## src/rtl/imm_gen_pipe.sv

```systemverilog
// Pipelined RISC-V immediate generator: decodes format, immediate and PC-relative
// target on push and holds the results in a 2-entry FIFO toward execute.
module imm_gen_pipe #(
    parameter int XLEN = 32
) (
    input  logic            clk,
    input  logic            rst,
    input  logic            flush,
    input  logic            in_valid,
    output logic            in_ready,
    input  logic [31:0]     in_inst,
    input  logic [XLEN-1:0] in_pc,
    output logic            out_valid,
    input  logic            out_ready,
    output logic [XLEN-1:0] out_imm,
    output logic [2:0]      out_fmt,
    output logic [XLEN-1:0] out_target,
    output logic [XLEN-1:0] out_pc,
    output logic            out_illegal
);

    typedef enum logic [1:0] {
        EMPTY = 2'd0,
        ONE   = 2'd1,
        FULL  = 2'd2
    } state_t;

    localparam logic [2:0] FMT_R   = 3'd0;
    localparam logic [2:0] FMT_I   = 3'd1;
    localparam logic [2:0] FMT_S   = 3'd2;
    localparam logic [2:0] FMT_B   = 3'd3;
    localparam logic [2:0] FMT_U   = 3'd4;
    localparam logic [2:0] FMT_J   = 3'd5;
    localparam logic [2:0] FMT_ILL = 3'd7;

    state_t state, state_next;
    logic head, tail;
    logic push, pop;

    logic [XLEN-1:0] imm_q    [2];
    logic [XLEN-1:0] pc_q     [2];
    logic [XLEN-1:0] target_q [2];
    logic [2:0]      fmt_q    [2];
    logic            illegal_q[2];

    logic [2:0]      dec_fmt;
    logic            dec_illegal;
    logic [31:0]     imm32;
    logic [XLEN-1:0] dec_imm;
    logic [XLEN-1:0] dec_target;

    always_comb begin
        dec_fmt     = FMT_ILL;
        dec_illegal = 1'b1;
        case (in_inst[6:0])
            7'b0010011, 7'b0000011, 7'b1100111, 7'b1110011: begin
                dec_fmt = FMT_I; dec_illegal = 1'b0;
            end
            7'b0011011: if (XLEN == 64) begin
                dec_fmt = FMT_I; dec_illegal = 1'b0;
            end
            7'b0100011: begin dec_fmt = FMT_S; dec_illegal = 1'b0; end
            7'b1100011: begin dec_fmt = FMT_B; dec_illegal = 1'b0; end
            7'b0110111, 7'b0010111: begin dec_fmt = FMT_U; dec_illegal = 1'b0; end
            7'b1101111: begin dec_fmt = FMT_J; dec_illegal = 1'b0; end
            7'b0110011: begin dec_fmt = FMT_R; dec_illegal = 1'b0; end
            7'b0111011: if (XLEN == 64) begin
                dec_fmt = FMT_R; dec_illegal = 1'b0;
            end
            default: ;
        endcase
    end

    // Build a 32-bit immediate first, then sign-extend to the datapath width.
    always_comb begin
        imm32 = 32'd0;
        case (dec_fmt)
            FMT_I: imm32 = {{20{in_inst[31]}}, in_inst[31:20]};
            FMT_S: imm32 = {{20{in_inst[31]}}, in_inst[31:25], in_inst[11:7]};
            FMT_B: imm32 = {{19{in_inst[31]}}, in_inst[31], in_inst[7],
                            in_inst[30:25], in_inst[11:8], 1'b0};
            FMT_U: imm32 = {in_inst[31:12], 12'd0};
            FMT_J: imm32 = {{11{in_inst[31]}}, in_inst[31], in_inst[19:12],
                            in_inst[20], in_inst[30:21], 1'b0};
            default: imm32 = 32'd0;
        endcase
        dec_imm    = XLEN'($signed(imm32));
        dec_target = in_pc + dec_imm;
    end

    assign in_ready  = (state != FULL);
    assign out_valid = (state != EMPTY);
    assign push      = in_valid & in_ready;
    assign pop       = out_valid & out_ready;

    always_ff @(posedge clk or posedge rst) begin
        if (rst) begin
            state <= EMPTY;
        end else begin
            state <= state_next;
        end
    end

    always_comb begin
        state_next = state;
        if (flush) begin
            state_next = EMPTY;
        end else begin
            case (state)
                EMPTY: if (push) state_next = ONE;
                ONE: begin
                    if (push && !pop) state_next = FULL;
                    else if (pop && !push) state_next = EMPTY;
                end
                FULL:  if (pop) state_next = ONE;
                default: state_next = EMPTY;
            endcase
        end
    end

    always_ff @(posedge clk or posedge rst) begin
        if (rst) begin
            head <= 1'b0;
            tail <= 1'b0;
        end else if (flush) begin
            head <= 1'b0;
            tail <= 1'b0;
        end else begin
            if (push) tail <= ~tail;
            if (pop)  head <= ~head;
        end
    end

    // A flushed push is dropped, so its data is never written.
    always_ff @(posedge clk or posedge rst) begin
        if (rst) begin
            for (int i = 0; i < 2; i++) begin
                imm_q[i]     <= '0;
                pc_q[i]      <= '0;
                target_q[i]  <= '0;
                fmt_q[i]     <= 3'd0;
                illegal_q[i] <= 1'b0;
            end
        end else if (push && !flush) begin
            imm_q[tail]     <= dec_imm;
            pc_q[tail]      <= in_pc;
            target_q[tail]  <= dec_target;
            fmt_q[tail]     <= dec_fmt;
            illegal_q[tail] <= dec_illegal;
        end
    end

    assign out_imm     = imm_q[head];
    assign out_pc      = pc_q[head];
    assign out_target  = target_q[head];
    assign out_fmt     = fmt_q[head];
    assign out_illegal = illegal_q[head];

endmodule

```

## config.mk

```make
export PLATFORM = sky130hd
export DESIGN_NAME = imm_gen_pipe
export DESIGN_NICKNAME = d
export VERILOG_FILES = /design/src/rtl/imm_gen_pipe.sv
export SDC_FILE = /design/constraint.sdc
export NUM_CORES = 1
export LEC_CHECK = 0
export CAP_MARGIN = 20
export CORE_MARGIN = 4
export CORE_UTILIZATION = 40
export DETAILED_ROUTE_END_ITERATION = 7
export PLACE_DENSITY = 0.75
export SYNTH_ARGS = -nofsm -noshare
export SYNTH_HDL_FRONTEND = slang
export SYNTH_SLANG_ARGS = --single-unit
```

## constraint.sdc

```tcl
create_clock -name clk -period 6.7 [get_ports clk]
set_input_delay 1.675 -clock clk [delete_from_list [all_inputs] [get_ports clk]]
set_output_delay 1.675 -clock clk [all_outputs]
set_load 0.05 [all_outputs]
```

==> results.toml <==
[die]
die_x_um = 172
core_sq_um = 26400
initial_core_util = 0.410
die-area_sq_um = 29700
die_h_um = 172
fp-row-count = 59
io_pins = 171

[cts]
cts_made_buffers = 23
cts_hold_buf = 0
cts_sinks = 204
clockBufferDepth = 3
clk_latency_ns = 0.51
cts_tree = "done"
cts_resized = 0
post-cts-setup-buffers = 0
clk_pin_slew_worst_paths_ns = 0.06
cts-root-buf = "clkbuf_16"
h-tree-depth = 1

[layout]
antenna_cells = 0
area_growth_pct = 24.9
nFillCells = 2417
drive_above_1_share = 0.129
fin_nets = 1441

[drt]
drtAntennaViolNets = 0
drt_iter0_drc = 825
routed_wirelength_um = 29900
drc_errors = 0
drtPass1Iterations = 5
num_vias = 8920
wl_per_cell_um = 17.7
via_per_inst = 5.28

[sta]
hold_violations = 0
clock.fmax_mhz = 186
skew_ns = 0.00521
period_minus_slack_ns = 5.38
setup-tns-final_ns = 0
setup_viol = 0
slew_violations = 0
grt_setup_unrepaired = "no"
timing.final.crit_share = 0.802
relSlewSlack = 0.257
worst_slew_pin_slew_ns = 1.11

[synth]
ys_seq_area_frac = 0.472
synth_area_sq_um = 10800
async_reset_ff_frac = 1.00
ys_warn_count = 0
syn_avg_cell_area_sq_um = 9.01
synth_edf_count = 0
synth_nets = 1302
synthFlopType = "dfrtp_1"
ys_ff_latch = 204
syn-instance-count = 1200
netlist-cell-type-count = 57

[setup_path]
critical_path_class = "in -> reg"
crit_path_start_kind = "primary input"
end_kind = "flop"
critPathTopFamily = "compound AO/OA/AOI/OAI gates"
crit_path_top_delay_cell = "a2111oi_0"
critical_path_required_ns = 7.09
crit_path_max_fanout = 10
slowest_delay_ns = 0.67
critical_path.most_common_cell = "a21oi_1"
crit_chain = "clkdlybuf4s50_1 > nand2b_1 > a2111oi_0 > nor2_1 > a221oi_1 > inv_1 > ha_1 > a21oi_1 > o21ai_0 > nor2b_1 > o21bai_1 > o32a_1 > o31a_1 > mux2i_1 > a21oi_1"
crit_buf_inv = 2
cp.arrival_ns = 5.77

[grt]
grt_usage = 0.201
grt-ovfl-total = 0
grt_pass1_vias = 8946
grt_max_degree = 199
antenna_found_initial = 1
grt_pass1_wl_um = 47700

[hold_path]
hp-class = "reg -> reg"

[power_and_ir_drop]
power.internal_w = 0.00264
leakagePower_nw = 6.54
powerDensity_nw_per_um2 = 300
p_seq_frac = 0.394
peakVddDrop_uv = 195
finalPower_w = 0.00406
pwr-share-clk = 0.294
switching_share = 0.350
combPwrFrac = 0.312
power_switching_w = 0.00142

[placed_design]
place_congestion = 0.868
hpwl_um = 21200
io_buffers = 170

[run_status]
status = "complete, no violations"

[run]
maxCapViolCount = 0
stage by stage:
step           instances  utilization  hold slack (ns)  worst slack [ns]  instance area, sq um
4_1_cts             1690        0.513            0.473              1.36                 13500
3_5_place_dp        1649        0.486            0.457             0.839                 12800
5_1_grt             1690        0.513            0.481             0.886                 13500
6_report            1690        0.513            0.468              1.32                 13500
2_1_floorplan       1200            -            0.440              1.68                 10800
3_3_place_gp        1649        0.486            0.452             0.945                 12800
path summary, 6_finish.rpt:
check | slack [ns] | cells after the start | end | start
max | 1.32 | 15 | target_q[28]$_DFFE_PP0P_ | in_inst[2]
min | 0.47 | 2 | pc_q[28]$_DFFE_PP0P_ | pc_q[28]$_DFFE_PP0P_
max reg2reg | 4.07 | 7 | target_q[17]$_DFFE_PP0P_ | state[0]$_DFFE_PP0P_
min reg2reg | 0.47 | 2 | pc_q[28]$_DFFE_PP0P_ | pc_q[28]$_DFFE_PP0P_
max in group asynchronous | 3.93 | 3 | pc_q[3]$_DFFE_PP0P_ | rst
min in group asynchronous | 1.43 | 2 | illegal_q[0]$_DFFE_PP0P_ | rst
registers in the layout (all words and copies together), names as in the netlist:
name	flops
imm_q	64
pc_q	64
state	2
fmt_q	6
target_q	64
illegal_q	2
tail	1
head	1
Yosys cell counts, drive strengths merged, types with 4 or more instances:
cell type,count,area share
mux2i,4,0.0037
nand2b,9,0.0052
or2,4,0.0023
o21ai,98,0.045
xor2,11,0.0089
nor2,32,0.011
and3,5,0.0029
nor2b,8,0.0046
a31oi,5,0.0043
ha,32,0.037
mux2,116,0.12
a22oi,5,0.0035
inv,42,0.015
dfrtp,204,0.47
o211ai,6,0.0051
a21o,17,0.012
clkbuf,58,0.020
buf,6,0.0023
nor3,8,0.0037
a21oi,59,0.028
xnor2,16,0.013
nand3,8,0.0037
o21a,6,0.0042
nand2,399,0.14
worst reg2reg max path, delay by kind of cell (launching register included):
family	cells	cell delay [ns]
buf+inv	1	0.65
compound gates	2	0.28
simple gates	4	1.18
flops	1	0.41
layout by cell type, fill, tap and decap left out, types with 9 or more instances in the layout:
cell type          n
dfrtp_1          203
a21o_1            17
ha_1              32
xor2_1            11
clkbuf_16         23
xnor2_1           16
o21ai_0           97
a21oi_1           57
nand2_1          398
nor2_1            32
nand2b_1           9
mux2_2           116
clkdlybuf4s50_1  170
inv_1             41
cell type report:
type                       instances  area [sq um]  area share
clock buffer                      33           633      0.0469
clock inverter                     8          68.8     0.00509
inverter                          42           161      0.0119
multi-input combinational        890          5330       0.395
sequential                       204          5110       0.378
tap                              335           419      0.0310
timing repair buffer             178          1790       0.132
cells by family (layout without fill, tap and decap cells):
group,after synthesis,after routing,synth area share
DFF,204,204,0.472
AOI/OAI and AO/OA,226,226,0.127
buffers and inverters,106,261,0.0370
adders and majority gates,33,33,0.0389
and+or+nand+nor,484,484,0.179
muxes,120,120,0.124
xor gates and xnor gates,27,27,0.0219
power groups by stage:
stage          Sequential [W]  Combinational [W]  Clock (W)
6_report              0.00160            0.00127    0.00119
5_1_grt               0.00163            0.00136    0.00126
3_5_place_dp          0.00162            0.00127          0
4_1_cts               0.00160            0.00128    0.00122
2_1_floorplan         0.00157           0.000910          0
3_3_place_gp          0.00160            0.00126          0
metal layers:
metal,part of all wire,track usage,up-vias
li1,-,-,4302
met1,0.43,0.269,4290
met2,0.47,0.332,261
met3,0.060,0.0354,65
met4,0.034,0.0677,2
met5,0.00064,0,-
No activity file was read; power rests on OpenSTA's default activity.
